--- src/rtl/alien_slot_scheduler.sv ---
// alien_slot_scheduler: fixed pool of alien slots with spawn, approach, animation, kill and breach handling
package alien_pkg;
  localparam int R_W = 8;
  typedef struct packed {
    logic           _active;
    logic [1:0]     _quadrant;
    logic [1:0]     _type;
    logic [R_W-1:0] _r;
    logic [1:0]     _frame_num;
  } alien_data_t;
endpackage

module alien_slot_scheduler
  import alien_pkg::*;
#(
  parameter int OBJ_LIMIT = 8,
  parameter int R_SPAWN   = 15,
  localparam int IW = (OBJ_LIMIT > 1) ? $clog2(OBJ_LIMIT) : 1,
  localparam int CW = $clog2(OBJ_LIMIT + 1)
) (
  input  logic              clk,
  input  logic              rst_n,
  input  logic              spawn_req,
  input  logic [1:0]        spawn_quadrant,
  input  logic [1:0]        spawn_type,
  input  logic              step_tick,
  input  logic              anim_tick,
  input  logic              kill_req,
  input  logic [1:0]        kill_quadrant,
  output alien_data_t       obj_data [0:OBJ_LIMIT-1],
  output logic              spawn_ack,
  output logic              spawn_drop,
  output logic              kill_done,
  output logic              kill_hit,
  output logic [1:0]        kill_type,
  output logic              breach,
  output logic [3:0]        breach_quadrant,
  output logic [CW-1:0]     active_count
);
  logic                 kill_found;
  logic [IW-1:0]        kill_idx;
  logic [R_W-1:0]       kill_r;
  logic                 free_found;
  logic [IW-1:0]        free_idx;
  logic [OBJ_LIMIT-1:0] kill_hot;
  logic [3:0]           bq_nxt;
  logic [CW-1:0]        count_nxt;
  alien_data_t          slot_nxt [0:OBJ_LIMIT-1];

  // kill target: closest active alien in the requested quadrant, strict < keeps the lowest index on ties
  always_comb begin
    kill_found = 1'b0;
    kill_idx   = '0;
    kill_r     = '1;
    for (int i = 0; i < OBJ_LIMIT; i++)
      if (obj_data[i]._active && obj_data[i]._quadrant == kill_quadrant && (!kill_found || obj_data[i]._r < kill_r)) begin
        kill_found = 1'b1;
        kill_idx   = IW'(i);
        kill_r     = obj_data[i]._r;
      end
  end

  // spawn target: lowest free slot as seen at the start of the cycle, so slots freed this cycle are not reused
  always_comb begin
    free_found = 1'b0;
    free_idx   = '0;
    for (int i = OBJ_LIMIT - 1; i >= 0; i--)
      if (!obj_data[i]._active) begin
        free_found = 1'b1;
        free_idx   = IW'(i);
      end
  end

  // next slot state: anim and step on active slots, kill overrides step, spawn fills the chosen free slot
  always_comb begin
    kill_hot  = '0;
    bq_nxt    = '0;
    count_nxt = '0;
    slot_nxt  = obj_data;
    if (kill_req && kill_found) kill_hot[kill_idx] = 1'b1;
    for (int i = 0; i < OBJ_LIMIT; i++) begin
      if (obj_data[i]._active) begin
        if (anim_tick) slot_nxt[i]._frame_num = obj_data[i]._frame_num + 2'd1;
        if (kill_hot[i]) slot_nxt[i]._active = 1'b0;
        else if (step_tick && obj_data[i]._r == '0) begin
          slot_nxt[i]._active = 1'b0;
          bq_nxt[obj_data[i]._quadrant] = 1'b1;
        end else if (step_tick) slot_nxt[i]._r = obj_data[i]._r - 1'b1;
      end else if (spawn_req && free_found && free_idx == IW'(i))
        slot_nxt[i] = '{_active: 1'b1, _quadrant: spawn_quadrant, _type: spawn_type, _r: R_W'(R_SPAWN), _frame_num: 2'd0};
      count_nxt = count_nxt + CW'(slot_nxt[i]._active);
    end
  end

  // register slots and one-cycle result pulses
  always_ff @(posedge clk) begin
    if (!rst_n) begin
      obj_data        <= '{default: '0};
      spawn_ack       <= 1'b0;
      spawn_drop      <= 1'b0;
      kill_done       <= 1'b0;
      kill_hit        <= 1'b0;
      kill_type       <= '0;
      breach          <= 1'b0;
      breach_quadrant <= '0;
      active_count    <= '0;
    end else begin
      obj_data        <= slot_nxt;
      spawn_ack       <= spawn_req && free_found;
      spawn_drop      <= spawn_req && !free_found;
      kill_done       <= kill_req;
      kill_hit        <= kill_req && kill_found;
      kill_type       <= (kill_req && kill_found) ? obj_data[kill_idx]._type : 2'd0;
      breach          <= |bq_nxt;
      breach_quadrant <= bq_nxt;
      active_count    <= count_nxt;
    end
  end
endmodule

--- config.mk ---
export PLATFORM = sky130hd
export DESIGN_NAME = alien_slot_scheduler
export DESIGN_NICKNAME = d
export VERILOG_FILES = /design/src/rtl/alien_slot_scheduler.sv
export SDC_FILE = /design/constraint.sdc
export NUM_CORES = 1
export LEC_CHECK = 0
export BUFFER_PORTS_ARGS = -buffer_cell sky130_fd_sc_hd__buf_2
export CORE_MARGIN = 2
export CORE_UTILIZATION = 33
export CTS_CLUSTER_SIZE = 12
export DETAILED_ROUTE_END_ITERATION = 8
export HOLD_SLACK_MARGIN = 0.06
export SLEW_MARGIN = 10
export SYNTH_ARGS = -nofsm -noshare
export SYNTH_HDL_FRONTEND = slang
export SYNTH_SLANG_ARGS = --single-unit
--- constraint.sdc ---
create_clock -name clk -period 15.65 [get_ports clk]
set_input_delay 0 -clock clk [delete_from_list [all_inputs] [get_ports clk]]
set_output_delay 0 -clock clk [all_outputs]
set_load 0.02 [all_outputs]
-- Word-level counts from Yosys, hierarchy flattened
Cells that the tools add are included.
- bits in registers: 135
- bits of input ports: 12
- output and inout port bits: 135
- logic and storage cells: 417
- $add $sub $neg: 23
- magnitude comparators: 26
- eq/ne operators: 47
- multiplexer cells: 156
- bitwise operators: 16
- reductions and logical operators: 101
- operator list (operator ; number):
    $mux 8 ; 32
    $mux 15 ; 8
    $mux 4 ; 24
    $mux 10 ; 8
    $logic_not 8->1 ; 8
    $ne 2x2->1 const B ; 32
    $sub 8x1->8 const B ; 8
    $lt 8x8->1 ; 7
    $mux 1 ; 50
    $bmux 15 s3 ; 1
    $logic_and 1x1->1 ; 43
    $mux 3 ; 14
    $reduce_and 2->1 ; 17
    $reduce_and 4->1 ; 8
    $or 4x4->4 ; 7
    $lt 2x3->1 const B ; 8
    $mux 12 ; 2
    $add 2x1->2 const B ; 8
    $add 4x1->4 ; 4
    $demux 1 s2 ; 8
    $eq 2x2->1 ; 8
    $ge 2x1->1 const B ; 8
    $mux 2 ; 8
    $reduce_bool 2->1 ; 8
    other kinds (16) ; 40

-- Depth between registers and ports, before layout
Gate-level depths: netlist of the first run.
- depth after elaboration: 67
- gate-level depth with buffers: 95
- mapped depth without buffers: 85

-- Worst setup path after synthesis of the first run
OpenSTA, ideal clock, no wires.
- path kind: register -> register
- from: register obj_data[118] in the netlist's numbering
- to: register active_count[2]
- library setup time: 128 ps
- data arrival time: 16395 ps
- required time: 15522 ps
- path slack: -872 ps
- cell stages (with the launch flop): 89
- buffers on the path: 8
- period minus slack after synthesis: 16522 ps
- path through: dfxtp_1 -> xnor2_1 -> nand3_2 -> nor2_1 -> ha_1 -> a211o_1 -> a21oi_1 -> o211a_1 -> o21ai_2 -> clkbuf_1 -> a21oi_1 -> inv_1 -> ha_1 -> and4_1 -> nand2_1 -> or4b_1 -> nand2_2 -> or2_4 -> (+53 left out) -> a21o_1 -> a221oi_1 -> o21bai_1 -> nor2_1 -> a21oi_2 -> buf_4 -> or2_2 -> a31o_2 -> fa_1 -> inv_1 -> fa_1 -> fa_1 -> inv_1 -> ha_1 -> inv_1 -> fa_1 -> xor2_1 -> nor2_1
- RTL lines (element ; RTL line ; text):
    start, declared ; 30 ; output alien_data_t obj_data [0:OBJ_LIMIT-1],
    start signal, assigned ; 108 ; obj_data <= slot_nxt;
    end signal, assigned ; 116 ; active_count <= count_nxt;
    end, declared ; 38 ; output logic [CW-1:0] active_count

==> metrics.txt, run 1 <==
status=finished clean; DRC viols=0; max-slew violation count=0; GRT overflow=0; Synth Instances=1,167; largest net degree at the start of global routing=60; register area share after synthesis=29.46%; H-tree lvl count=4; Tot GR Track Use=22.08%; number of port buffers=146; Num CTS Buffers=17; Routed Wire Length=32,900 um; Critical Path Sink Type=register; post-synth top area share=29.46%; slowest stage delay, CP=0.55 ns; WP data required=15.95 ns; global-route wire length before repair=49,650 um; vias in the first global route=8,790; Die W=170.7 um; Placed Area=10,360 um2; synthesized area=9173 um2; Root Buffer=clkbuf_16; nets=1,403; YS warnings=0; skew final=0.01112 ns; syn_area_per_cell=7.860 um2; Seq cells post-synth=135; Worst Hold Class=in2reg; Tmin final=15.12 ns; post-route cell area=11,670 um2; Layout area overhead=27.27%; initial antenna violation count=0; worst skew pair latency=0.44 ns; Final setup viols=0; max_slew headroom=30.52%; TritonCTS clock tree=yes; post-detail-place hpwl=24,230 um; crit path DAT=15.42 ns; Worst-Margin Slew=1.038 ns; leakage power=4.983 nW; clock sink total=135; Yosys top cell by area=dfxtp_1; Pwr per Cell Area=75.62 nW/um2; ys flop type=dfxtp_1; gpl congestion=0.9057; # diodes=0; startpoint types=register; drt via density=5.514; Starting DRT DRC Count=907; die area=29,150 um2; Final Hold Fails=0; placeable core region=27,550 um2; Fmax=66.13 MHz; Post-synth EDFFs=0; Distinct cells, synth=95; Crit Path Max Fanout=8; crit path kind=reg2reg; syn nets=1,233; peak supply drop=0.05694 mV; WL per Instance=19.04 um; share of layout cells above drive strength 1=25.04%; Tcrit/Tclk final=96.63%; ys async rst share=0%; die height=170.7 um; Reg clk slew, reported paths=0.07 ns; drt pass-1 iters=5; max-cap violations=0; Top Ports=147; Vias=9,528; initial core utilization=33.29%; Max clock buf depth=2; Pwr Total=0.8828 mW; row cnt=61; top cells by area, synth=dfxtp_1, ha_1, a21oi_1, nor2_1, nand2_1; number of nets still failing antenna checks after routing=0; CP max stage cell=fa_1
-- cell families after synthesis --
| logic type | count (synthesis) | synth area share, % |
|---|---|---|
| xor gates and xnor gates | 60 | 5.729 |
| DFF | 135 | 29.46 |
| muxes | 34 | 3.956 |
| AOI/OAI and AO/OA | 301 | 22.60 |
| adders and majority gates | 55 | 7.803 |
| and+or+nand+nor | 459 | 25.09 |
| buffers and inverters | 123 | 5.361 |
-- registers in the layout, indices dropped and copies added (netlist names) --
name / cells
obj_data: 120
active_count: 4
breach_quadrant: 4
kill_type: 2
breach: 1
kill_done: 1
kill_hit: 1
spawn_ack: 1
spawn_drop: 1
-- worst max-delay path, delay by kind of cell, from the launching register on --
family	cells	cell delay, ns
buffers and inverters	9	0.76
muxes	2	0.58
xor gates and xnor gates	2	0.33
and+or+nand+nor	17	2.74
AOI/OAI and AO/OA	36	6.35
DFF	1	0.38
adders and majority gates	12	3.81
-- power by group --
part / switching, mW / internal, mW / total [mW]
Clock: 0.187 / 0.226 / 0.413
Combinational: 0.0725 / 0.0387 / 0.111
Sequential: 0.00892 / 0.349 / 0.358
Total: 0.269 / 0.614 / 0.883
-- per-layer routing --
layer	track usage, %	vias up	wire (um)
met5	0	-	0
met4	8.213	0	942
met1	29.79	4543	14750
li1	-	4573	-
met2	34.84	361	14870
met3	4.372	51	2332
-- cells in the final DEF, fill, tap and decap left out, types with 6 or more instances in the layout --
cell,synthesis,layout
buf_2,6,146
dfxtp_1,135,132
nor2_1,132,128
nand2_1,108,102
a21oi_1,109,99
inv_1,65,63
buf_4,4,50
nand3_1,46,45
ha_1,50,41
xor2_1,36,36
nor3_1,34,33
o21ai_0,38,28
xnor2_1,24,22
mux2i_1,25,19
nand4b_1,19,19
nor4_1,17,17
clkbuf_16,0,17
a211oi_1,16,15
o21a_1,14,14
a21o_1,14,13
nand4_1,13,13
nand2b_1,13,13
and2_1,13,12
o211ai_1,11,11
a31oi_1,12,11
a21oi_2,2,10
nor2b_1,8,8
mux2_2,8,7
or4_1,7,7
ha_4,0,7
and3_1,6,6
nand2_2,2,6
o21ai_1,1,6
or3_1,6,6
a22oi_1,6,6
dlygate4sd3_1,0,6
-- worst paths after layout --
| path | startpoint | end | slack [ns] | cells after the start |
|---|---|---|---|---|
| worst max-delay path | obj_data[117] | active_count[2] | 0.53 | 78 |
| worst min-delay path | anim_tick | obj_data[46] | 0.07 | 3 |
| worst max register to register | obj_data[117] | active_count[2] | 0.53 | 78 |
| worst min register to register | obj_data[76] | obj_data[76] | 0.49 | 2 |
-- synth_stat cells (all sizes together) (8+ instances only) --
library cell,instances
nand4,13
a211oi,20
o21ai,41
nor4,17
nor2b,8
clkbuf,42
inv,67
ha,50
nand4b,19
nor2,132
nand2b,13
a21o,14
o211ai,11
mux2i,25
dfxtp,135
mux2,8
and2,13
nand2,110
xor2,36
a21oi,111
o21a,14
xnor2,24
a31oi,12
nor3,36
nand3,47
buf,14
-- repair_timing --
item | in CTS | in global routing
setup buffers | 0 | 29
gates cloned | 0 | 2
hold endpoints to repair | 36 | 0
gates resized for setup | 10 | 84
setup endpoints to repair | 4 | 4
hold buffers | 6 | 0
pin swaps | 0 | 32
-- area by class of cell --
class | count | area, um2
timing repair buffer | 205 | 1200
inverter | 67 | 251.5
clock buffer | 17 | 425.4
clock inverter | 15 | 160.2
multi-input combinational | 911 | 6452
sequential | 135 | 2711
fill | 2795 | 15880
tap | 378 | 473.0
-- per-stage QoR --
step | utilization [%] | cells | TNS, ns | setup WS, ns | hold slack [ns]
6_report | 42.37 | 1728 | 0 | 0.5279 | 0.06997
5_1_grt | 42.37 | 1728 | -0.3274 | -0.2235 | 0.09180
4_1_cts | 40.07 | 1697 | 0 | 0.02680 | 0.06454
3_5_place_dp | 37.60 | 1659 | -0.7261 | -0.3852 | 0.3393
3_3_place_gp | 37.60 | 1659 | -0.01293 | -0.01293 | 0.3462
2_1_floorplan | - | 1167 | 0 | 0.0007780 | 0.1162
(Power assumes the default switching activity.)
==> run 2: changes to the inputs <==
--- a/config.mk
+++ b/config.mk
@@ -6,11 +6,13 @@
 export NUM_CORES = 1
 export LEC_CHECK = 0
 export BUFFER_PORTS_ARGS = -buffer_cell sky130_fd_sc_hd__buf_2
-export CORE_MARGIN = 2
+export CORE_MARGIN = 4
 export CORE_UTILIZATION = 33
 export CTS_CLUSTER_SIZE = 12
 export DETAILED_ROUTE_END_ITERATION = 8
 export HOLD_SLACK_MARGIN = 0.06
+export RECOVER_POWER = 25
+export SKIP_LAST_GASP = 1
 export SLEW_MARGIN = 10
 export SYNTH_ARGS = -nofsm -noshare
 export SYNTH_HDL_FRONTEND = slang
==> metrics.txt, run 2 (synthesis gave the netlist of run 1 again) <==
Largest register FFs=120; vias in the first global route=8,552; Layout area overhead=24.66%; Die W=174.7 um; TritonCTS clock tree=yes; Worst Hold Class=in2reg; Vias=9,649; share of layout cells above drive strength 1=19.08%; status=finished clean; startpoint types=register; peak supply drop=0.04958 mV; Top Ports=147; register name with the most flops=obj_data; Reg clk slew, reported paths=0.07 ns; leakage power=4.679 nW; post-detail-place hpwl=24,340 um; nets=1,395; Tot GR Track Use=20.47%; Max clock buf depth=2; die height=174.7 um; register area=2711 um2; Largest regs=obj_data x120, active_count x4, breach_quadrant x4; initial core utilization=33.75%; slowest stage delay, CP=0.53 ns; Hold Path Depth=3; max-slew violation count=0; skew final=0.01057 ns; gpl congestion=0.9216; Fmax=66.50 MHz; clock sink total=135; Tcrit/Tclk final=96.09%; Final setup viols=0; GRT overflow=0; number of port buffers=146; R2R depth=81; initial antenna violation count=0; WHS Endpoint=obj_data[16]; worst flop-to-flop path startpoint=obj_data[118]; drt pass-1 iters=6; crit path DAT=15.36 ns; placeable core region=27,180 um2; R2R Path End=active_count[2]; max-cap violations=0; Crit Path Max Fanout=8; H-tree lvl count=4; Worst-Margin Slew=0.9806 ns; FILL cells=2,796; DRC viols=0; number of nets still failing antenna checks after routing=0; WL per Instance=19.49 um; Final Hold Fails=0; drt via density=5.630; Pwr Total=0.9081 mW; Tmin final=15.04 ns; Critical Path Sink Type=register; footprint of the multi-input gates=6351 um2; Routed Wire Length=33,410 um; Num CTS Buffers=17; worst skew pair latency=0.44 ns; die area=30,530 um2; WP data required=15.97 ns; most common cell after layout, fill and taps aside=dfxtp_1; Non-Filler Instances=1,714; largest net degree at the start of global routing=58; Fin Setup TNS=0 ns; Starting DRT DRC Count=847; global-route wire length before repair=49,900 um; Pwr per Cell Area=79.41 nW/um2; most frequent cells in the layout=dfxtp_1, nor2_1, nand2_1; Final Core Density=42.08%; CP max stage cell=fa_1; hold slack final=0.06550 ns; crit path kind=reg2reg; CP most frequent cell=a21o_1; max_slew headroom=34.38%; Hold Path Origin=anim_tick; reg-to-reg slack, setup=0.61 ns; row cnt=60; # diodes=0; dpl cells=1,650; Root Buffer=clkbuf_16
run 2: changes by cell type in the layout (fill, tap and decap cells not counted), sizes merged, moves of 2 or more:
cell	change
buf	-76
bufinv	+2
clkbuf	+66
clkinvlp	+2
inv	-3
run 2: area by class of cell:
class                   instances  share of cell area (%)
multi-input cells             913                   55.54
flip-flops and latches        135                   23.71
repair buffers                195                   9.082
well taps                     372                   4.070
clock buffers                  17                   3.720
inverters                      67                   2.210
clock inverters                15                   1.663
run 2: power by group:
part           switching (mW)  internal, mW  leakage [nW]  total [mW]
sequential            0.00899         0.349          1.09       0.358
clock                   0.185         0.255         0.290       0.440
combinational          0.0736        0.0366          3.30       0.110
total                   0.267         0.641          4.68       0.908
run 2: worst max-delay path: cells and delay by family (launching register included):
kind                     cells  cell delay, ns
adder cells (fa/ha/maj)     12            3.82
buffers and inverters        7            0.48
XOR/XNOR                     2            0.33
multiplexers                 2            0.60
flip-flops                   1            0.38
AND/OR/NAND/NOR             24            3.57
AO/OA/AOI/OAI               34            5.77
run 2: repair_timing:
item | in CTS | in global routing
cloned | 0 | 4
gates resized for setup | 14 | 62
hold buffers | 6 | 0
pin swaps | 0 | 25
endpoints found under the hold margin | 35 | 0
buffers inserted | 0 | 22
setup endpoints to repair | 4 | 4
run 2: layer usage:
layer / up-vias / share of wire, % / GRT usage, %
met4: 0 / 2.1 / 6.187
met5: - / 0 / 0
met3: 49 / 7.2 / 4.024
met1: 4624 / 45 / 28.31
li1: 4577 / - / -
met2: 399 / 46 / 32.34
run 2: worst max path at each step:
stage	from	end	slack (ns)	cells past startpoint
detailed placement	obj_data[118]	active_count[2]	-0.52	79
floorplan	obj_data[117]	active_count[2]	0.0008	88
CTS	obj_data[117]	active_count[2]	0.02	79
finish	obj_data[118]	active_count[2]	0.61	81
global route	obj_data[117]	active_count[2]	-0.20	82
global placement	obj_data[117]	active_count[2]	-0.11	78
run 2: through the flow:
step / area (um2) / setup slack (ns)
after floorplan: 9229 / 0.0007780
after global placement: 10340 / -0.1063
after detailed placement: 10340 / -0.5199
after CTS: 11060 / 0.02442
after global routing: 11430 / -0.1956
final: 11430 / 0.6120
